<file path="src/rtl/cpu_mem_complete.sv">
// cpu_mem_complete: p4 memory-completion stage (bus wait, load align, writeback).
// Bus timeout fault is built only when MEM_TIMEOUT_EN is defined.
module cpu_mem_complete #(
    parameter int unsigned TIMEOUT_CYCLES = 255
) (
    input  logic        clock,
    input  logic        resetn,
    input  logic        p3_request,
    input  logic        p3_write,
    input  logic [1:0]  p3_size,
    input  logic        p3_signed,
    input  logic [1:0]  p3_addr_lsb,
    input  logic [4:0]  p3_dest,
    input  logic        p3_wb_en,
    input  logic [31:0] p4_alu_out,
    input  logic        bus_ack,
    input  logic [31:0] bus_rdata,
    input  logic        bus_error,
    output logic        mem_stall,
    output logic        p4_wb_valid,
    output logic [4:0]  p4_wb_dest,
    output logic [31:0] p4_wb_data,
    output logic        p4_mem_fault,
    output logic        p4_fault_is_timeout
);

    typedef enum logic [1:0] {
        IDLE    = 2'd0,
        WAIT_RD = 2'd1,
        WAIT_WR = 2'd2
    } state_t;

    state_t state, state_nxt;

    logic [1:0]  size_q;
    logic        sign_q;
    logic [1:0]  lsb_q;
    logic [4:0]  dest_q;

    logic        waiting;
    logic        issue;
    logic        rd_ok;
    logic        ack_err;
    logic        alu_wb;
    logic        timeout;

    logic [7:0]  byte_lane;
    logic [15:0] half_lane;
    logic [31:0] load_data;

    logic        wb_valid_q;
    logic [4:0]  wb_dest_q;
    logic [31:0] wb_data_q;
    logic        alu_pend_q;
    logic        fault_q;

    assign waiting = (state != IDLE);
    // The ack cycle frees upstream, so a new request there is accepted.
    assign issue   = p3_request & (!waiting | bus_ack);
    assign rd_ok   = (state == WAIT_RD) & bus_ack & !bus_error;
    assign ack_err = waiting & bus_ack & bus_error;
    assign alu_wb  = !waiting & !p3_request & p3_wb_en;

`ifdef MEM_TIMEOUT_EN
    localparam logic [15:0] TO_LAST = 16'(TIMEOUT_CYCLES - 1);

    logic [15:0] wait_cnt;
    logic        to_flag;

    assign timeout = waiting & !bus_ack & (wait_cnt == TO_LAST);

    always_ff @(posedge clock or negedge resetn) begin
        if (!resetn) begin
            wait_cnt <= '0;
        end else if (issue) begin
            wait_cnt <= '0;
        end else if (waiting & !bus_ack) begin
            wait_cnt <= wait_cnt + 16'd1;
        end
    end

    always_ff @(posedge clock or negedge resetn) begin
        if (!resetn) begin
            to_flag <= 1'b0;
        end else begin
            to_flag <= timeout;
        end
    end

    assign p4_fault_is_timeout = to_flag;
`else
    assign timeout             = 1'b0;
    assign p4_fault_is_timeout = 1'b0;
`endif

    always_ff @(posedge clock or negedge resetn) begin
        if (!resetn) begin
            state <= IDLE;
        end else begin
            state <= state_nxt;
        end
    end

    always_comb begin
        state_nxt = state;
        if (issue) begin
            state_nxt = p3_write ? WAIT_WR : WAIT_RD;
        end else if (waiting & (bus_ack | timeout)) begin
            state_nxt = IDLE;
        end
    end

    always_comb begin
        mem_stall = waiting & !bus_ack;
    end

    always_comb begin
        unique case (lsb_q)
            2'd0: byte_lane = bus_rdata[7:0];
            2'd1: byte_lane = bus_rdata[15:8];
            2'd2: byte_lane = bus_rdata[23:16];
            2'd3: byte_lane = bus_rdata[31:24];
        endcase
        half_lane = lsb_q[1] ? bus_rdata[31:16] : bus_rdata[15:0];
        unique case (size_q)
            2'b00:   load_data = {{24{sign_q & byte_lane[7]}}, byte_lane};
            2'b01:   load_data = {{16{sign_q & half_lane[15]}}, half_lane};
            default: load_data = bus_rdata;
        endcase
    end

    always_ff @(posedge clock or negedge resetn) begin
        if (!resetn) begin
            size_q <= '0;
            sign_q <= 1'b0;
            lsb_q  <= '0;
            dest_q <= '0;
        end else if (issue) begin
            size_q <= p3_size;
            sign_q <= p3_signed;
            lsb_q  <= p3_addr_lsb;
            dest_q <= p3_dest;
        end
    end

    always_ff @(posedge clock or negedge resetn) begin
        if (!resetn) begin
            wb_valid_q <= 1'b0;
            wb_dest_q  <= '0;
            wb_data_q  <= '0;
            alu_pend_q <= 1'b0;
            fault_q    <= 1'b0;
        end else begin
            wb_valid_q <= rd_ok | alu_wb;
            alu_pend_q <= alu_wb;
            fault_q    <= ack_err | timeout;
            if (rd_ok) begin
                wb_dest_q <= dest_q;
                wb_data_q <= load_data;
            end else if (alu_wb) begin
                wb_dest_q <= p3_dest;
            end else if (alu_pend_q) begin
                wb_data_q <= p4_alu_out;
            end
        end
    end

    // ALU result is only valid once the instruction sits in p4.
    assign p4_wb_valid  = wb_valid_q;
    assign p4_wb_dest   = wb_dest_q;
    assign p4_wb_data   = alu_pend_q ? p4_alu_out : wb_data_q;
    assign p4_mem_fault = fault_q;

endmodule

</file>
<file path="config.mk">
export PLATFORM = sky130hd
export DESIGN_NAME = cpu_mem_complete
export DESIGN_NICKNAME = d
export VERILOG_FILES = /design/src/rtl/cpu_mem_complete.sv
export SDC_FILE = /design/constraint.sdc
export NUM_CORES = 1
export LEC_CHECK = 0
export ABC_CLOCK_PERIOD_IN_PS = 5200
export CAP_MARGIN = 40
export CELL_PAD_IN_SITES_DETAIL_PLACEMENT = 1
export CELL_PAD_IN_SITES_GLOBAL_PLACEMENT = 2
export CORE_ASPECT_RATIO = 1.75
export CORE_MARGIN = 1
export CORE_UTILIZATION = 25
export CTS_BUF_LIST = sky130_fd_sc_hd__clkbuf_4
export DETAILED_ROUTE_END_ITERATION = 12
export PLACE_DENSITY = 0.73
export SLEW_MARGIN = 15
export SYNTH_ARGS = -nofsm -noshare
export SYNTH_HDL_FRONTEND = slang
export SYNTH_SLANG_ARGS = --single-unit
</file>
<file path="constraint.sdc">
create_clock -name clock -period 5.2 [get_ports clock]
set_clock_uncertainty 0.2 [all_clocks]
set_input_delay 1.04 -clock clock [delete_from_list [all_inputs] [get_ports clock]]
set_output_delay 1.04 -clock clock [all_outputs]
set_load 0.02 [all_outputs]
</file>
# Yosys cells after proc, flatten, opt, wreduce, memory -nomap -nowiden
# Cells that the tools add are included.
# word_totals
regBits	52
# op_classes
n_mux	11
bitwise	12
reduce_logical	9
eq_ne	6
# op_table
op	n
32-bit 2-to-1 mux	3
32-bit one-hot mux with 2 select lines	1
8-bit one-hot mux with 4 select lines	1
16-bit 2-to-1 mux	1
1-bit bitwise AND	10
5-bit 2-to-1 mux	2
2-bit by 1-bit == test with 1-bit output, second input constant	3
2-bit 2-to-1 mux	3
2-bit nonzero test	3
2-bit == test, second input constant	2
1-bit logical NOT	4
2-bit logical NOT	2
2-bit != test, second input constant	1
1-bit bitwise OR	2

# Logic depth before layout (Yosys ltp)
# Gate-level depths: netlist of the first run.
# depth
depth_word	6
ltp_mapped	7
depth_no_buf	4

# Worst setup path before layout of the first run
# Ideal clock, no wire load.
# synth_timing
path_type	input to output
from	in p4_alu_out[10]
to	out p4_wb_data[10]
n_path_buf	0
t_arrival_ps	1422
required_ps	3960
path_slack_ps	2538
path_stages	1
cell_sequence	mux2_1
# synth_between
elab_chain_cells	1
# synth_lines
item	line	source
from (decl)	15	input logic [31:0] p4_alu_out,
32-bit 2-to-1 mux	-	
to (decl)	22	output logic [31:0] p4_wb_data,
# No other way between the ends.

# Final worst setup path of the first run
# layout_timing
from	reg alu_pend_q
to	out p4_wb_data[25]
# layout_between
elab_chain_cells	1
# layout_lines
item	line	source
from (decl)	54	logic alu_pend_q;
from (signal assigned)	155	alu_pend_q <= alu_wb;
32-bit 2-to-1 mux	-	
# No other way between the ends.

==> flow_summary.ini, run 1 <==
[min_path]
worstHoldStart = p4_wb_dest[2]
hold_end = p4_wb_dest[2]
min_path_type = flip-flop to flip-flop
hold_depth = 2

[drt]
drtAntennaViolNets = 0
vias = 2929
drcViolationCount = 0
drt_pass1_iterations = 5
drt-initial-drc-count = 207
routed_wl_um = 11460
wl_per_cell_um = 20.54
routed_via_density = 5.249

[clock_tree]
post_cts.repair.setup_buffers = 0
cts_sinks = 52
clock_latency_ps = 390
cts_tree = yes
numCtsBuffers = 5
htreeDepth = 2
clk_pin_slew_ps = 160
cts_resized = 0
clock_path_buffers = 2
cts-hold-fix-buffers = 0
root_buffer = clkbuf_4

[setup_path]
r2r_start = lsb_q[1]
path_buf_inv = 2
startpoint_type = flip-flop
r2r-end = wb_data_q[23]
worstSetupPathType = flip-flop to output pin
critPathMaxFanout = 17
required_ps = 3960
reg2reg_slack_ps = 2640
cp_slowest_cell = dfrtp_1
path_cells = buf_4, mux2_2, clkdlybuf4s50_1
critPathArrivalTime_ps = 2570
rr_worst_depth = 3
cp_slowest_stage_delay_ps = 830
end_kind = output pin
cp_top_family = buffers and inverters

[job]
cap_violations = 0

[run_status]
status = finished clean

[cells_and_area]
fillers = 1436
area_growth_pct = 42.92
drive_above_1_share = 0.1722
multi_input_area_um2 = 1673
nets = 469
seqCellArea_um2 = 1301

[synth]
avgSynthCellArea_um2 = 11.25
netlist_area_um2 = 3183
ys_warn_count = 0
yosysSeqAreaShare = 0.4088
syn_inst = 283
syn_nets = 364
synthFlopType = dfrtp_1
synth_edf_count = 0
ys_ff_latch = 52
synthDistinctLibCells = 42
synthArstFlopShare = 1.000

[placed_design]
io_buffers = 120
post-dp-hpwl_um = 8608
place.gp.congestion = 0.7582

[sta]
fin_crit_ps = 3808
whs_ps = 296.0
slew_viol_final = 0
rsz0062_at_grt = no
tightest_slew_ps = 802.1
setup_viol = 0
hold_viol = 0
max_freq_ghz = 0.2626
slew_headroom = 0.4641
setup_tns_ps = 0
period_share = 0.7322

[pwr]
power_density_nw_per_um2 = 382.4
vdd_drop_max_v = 0.0001046
power.total_uw = 1740
leakage_uw = 0.001812

[floorplanning]
rows = 54
die_area_um2 = 13210
ioPinCount = 122
start_util = 0.2560
die_h_um = 151.3
coreArea_um2 = 12430
die_w_um = 87.30

[global_routing]
grt_use_total = 0.1783
first_global_vias = 3114
grt_max_degree = 53
grt-ovfl-total = 0
grt_pass1_wl_um = 17410
antenna_found_initial = 1
==> where the power goes <==
part / switching, uW / internal, uW
Sequential: 100 / 529
Combinational: 404 / 466
Clock: 140 / 100
==> final cells by class <==
type                    instances  share of cell area
clock inverters                 3            0.009351
inverters                       6            0.004950
diodes                          1           0.0005501
multi-input cells             195              0.3677
flip-flops and latches         52              0.2860
well taps                     168             0.04620
clock buffers                   5            0.008251
repair buffers                128              0.2770
==> cells in the final DEF, fill, tap and decap left out, types with 2 or more instances in the layout <==
master,count
nand2_1,27
buf_4,7
a211o_1,3
o21ai_1,3
a21boi_0,2
dfrtp_1,52
a31oi_1,2
a221o_1,7
clkdlybuf4s50_1,119
a221oi_1,7
inv_1,6
mux2_2,37
mux2_1,5
o22ai_1,7
nor2_1,8
a222oi_1,16
mux2i_1,3
nor2b_1,7
a21oi_1,2
nand2b_1,2
a32oi_1,4
a22oi_1,14
nor4b_4,2
a2111oi_0,5
a22o_1,7
o21ai_0,8
mux4_2,5
clkbuf_4,5
==> registers in the layout (all words and copies together) (netlist names) <==
register and count:
size_q 2, sign_q 1, dest_q 5, lsb_q 2, p4_wb_valid 1, alu_pend_q 1, p4_mem_fault 1, p4_wb_dest 5
state 2, wb_data_q 32
==> Yosys cell counts, drive strengths merged, types with 8 or more instances <==
master / number / area (um^2)
o21ai: 12 / 63.81
buf: 19 / 145.1
mux2: 42 / 473.0
dfrtp: 52 / 1301
nand2: 27 / 101.4
a221oi: 8 / 76.32
a222oi: 16 / 160.2
nor2: 9 / 36.29
clkbuf: 11 / 41.29
a22oi: 14 / 105.1
==> tightest hold or removal path: cells and delay by family (launching register included) <==
kind	cells	cell delay (ps)
DFF	1	370
and+or+nand+nor	2	110
==> logic make-up after synthesis <==
| family | Yosys count | share of synthesized area |
|---|---|---|
| buffers and inverters | 36 | 0.06564 |
| AND/OR/NAND/NOR | 53 | 0.09277 |
| multiplexers | 50 | 0.1934 |
| flip-flops | 52 | 0.4088 |
| other | 1 | 0.001178 |
| AO/OA/AOI/OAI | 91 | 0.2382 |
==> metal layers <==
layer,up-vias,global-route usage,wire length [um]
li1,1320,-,-
met1,1508,0.1980,4283
met2,87,0.3367,6492
met3,14,0.02289,422
met4,0,0.06803,266
met5,-,0,0
==> worst max-delay path by stage <==
| stage | from | end | slack, ps | depth (start not counted) |
|---|---|---|---|---|
| 4_1_cts | alu_pend_q | p4_wb_data[25] | 1320 | 3 |
| 5_1_grt | alu_pend_q | p4_wb_data[18] | 1250 | 3 |
| 3_3_place_gp | p4_alu_out[25] | p4_wb_data[25] | 1630 | 3 |
| 3_5_place_dp | p4_alu_out[25] | p4_wb_data[25] | 1610 | 3 |
| 6_report | alu_pend_q | p4_wb_data[25] | 1390 | 3 |
| 2_1_floorplan | p4_alu_out[10] | p4_wb_data[10] | 2540 | 1 |
==> stage by stage <==
stage	instances	worst slack (ps)	util	area, um^2
CTS	556	1319	0.3648	4536
global placement	547	1626	0.3578	4448
finish	558	1392	0.3659	4549
detailed placement	548	1608	0.3584	4456
global route	558	1254	0.3659	4549
floorplan	283	2538	-	3183
No activity file was read; power rests on OpenSTA's default activity.
==> inputs of run 2 (changes only) <==
Settings changed: ABC_CLOCK_PERIOD_IN_PS 5200 to 4000.
Clock period 5.2 ns to 4 ns, I/O delays scaled along.
==> flow_summary.ini, run 2 (synthesis gave the netlist of run 1 again) <==
[sta]
hold_viol = 0
fin_crit_ps = 3217
setup_tns_ps = 0
period_share = 0.8042
max_freq_ghz = 0.3109
setup_viol = 0
slew_viol_final = 0
slew_headroom = 0.4705
rsz0062_at_grt = no
tightest_slew_ps = 794.3

[floorplanning]
ioPinCount = 122
rows = 54
start_util = 0.2560
die_area_um2 = 13210
coreArea_um2 = 12430
die_h_um = 151.3
die_w_um = 87.30

[setup_path]
reg2reg_slack_ps = 1450
worstSetupPathType = flip-flop to output pin
startpoint_type = flip-flop
r2r-end = wb_data_q[30]
crit_start = alu_pend_q
rr_worst_depth = 3
end_kind = output pin
critPathArrivalTime_ps = 2220
r2r_start = lsb_q[1]
critPathMaxFanout = 29
required_ps = 3000

[job]
cap_violations = 0

[global_routing]
busiest_layer = met2
grt_pass1_wl_um = 17160
grt_use_total = 0.1747
met1_usage = 0.1919
grt_max_degree = 39
antenna_found_initial = 2
use_met2 = 0.3293
use_met3 = 0.02234
grt-ovfl-total = 0
first_global_vias = 3074

[clock_tree]
clk_pin_slew_ps = 150
clock_path_buffers = 2
htreeDepth = 2
numCtsBuffers = 5
clock_latency_ps = 400
cts_resized = 0
root_buffer = clkbuf_4
cts_tree = yes
post_cts.repair.setup_buffers = 0
cts_sinks = 52
cts-hold-fix-buffers = 0

[cells_and_area]
layout_commonest_cell = clkdlybuf4s50_1
final_util = 0.3637
fillers = 1412
seqCellArea_um2 = 1301
multi_input_area_um2 = 1673
drive_above_1_share = 0.1701
nets = 468
largest_register = wb_data_q
largest_reg_flops = 32
area_growth_pct = 42.06
mostFrequentLayoutCells = clkdlybuf4s50_1, dfrtp_1, mux2_2

[pwr]
power_density_nw_per_um2 = 487.8
p_clk_frac = 0.116
netSwitchingPower_uw = 844.4
pwr-share-seq = 0.372
combPwrFrac = 0.513
power.total_uw = 2206
netSwitchingFraction = 0.3828
intPower_uw = 1362
vdd_drop_max_v = 0.0001515
leakage_uw = 0.001793

[drt]
vias = 2873
routed_wl_um = 11340
drt-initial-drc-count = 175
drt_pass1_iterations = 5
drcViolationCount = 0
wl_per_cell_um = 20.33
routed_via_density = 5.149
drtAntennaViolNets = 0

[placed_design]
place.gp.congestion = 0.8021
io_buffers = 120
post-dp-hpwl_um = 8681

[run_status]
status = finished clean

[min_path]
min_path_type = input port to asynchronous set/reset pin
## run 2: per-stage QoR
stage	std cells	cell area [um^2]	setup WS (ps)	hold slack, ps
2_1_floorplan	283	3183	1818	256.4
3_3_place_gp	548	4456	739.7	267.7
3_5_place_dp	548	4456	710.2	266.3
4_1_cts	556	4517	709.9	206.1
5_1_grt	558	4522	667.5	197.7
6_report	558	4522	783.4	188.0
## run 2: worst max-delay path, stage by stage (launching register included)
cell and delay [ps]:
dfrtp_1 440, buf_4 400, mux2_2 400, clkdlybuf4s50_1 570
## run 2: how the worst max path moves through the flow
stage	end	slack [ps]	depth (start not counted)
after global placement	wb_data_q[2]	740	4
after CTS	p4_wb_data[26]	710	3
after global routing	p4_wb_data[15]	670	3
final	p4_wb_data[26]	780	3
after detailed placement	wb_data_q[1]	710	4
after floorplan	p4_wb_data[10]	1820	1
## run 2: per-layer routing
layer	wire length, um	share of wire
met5	0	0
met1	4152	0.37
met3	382	0.034
met4	250	0.022
met2	6557	0.58
## run 2: cell type report
| type | instances | area share |
|---|---|---|
| multi-input combinational | 195 | 0.3699 |
| sequential | 52 | 0.2878 |
| timing repair buffer | 127 | 0.2761 |
| tap | 168 | 0.04649 |
| clock buffer | 5 | 0.008301 |
| clock inverter | 3 | 0.005257 |
| inverter | 6 | 0.004981 |
| antenna | 2 | 0.001107 |
## run 2: power groups by stage
stage          sequential, uW  combinational [uW]  clock (uW)
2_1_floorplan             787                 677           0
3_3_place_gp              826                1130           0
3_5_place_dp              836                1140           0
4_1_cts                   823                1150         270
5_1_grt                   848                1210         290
6_report                  820                1130         255
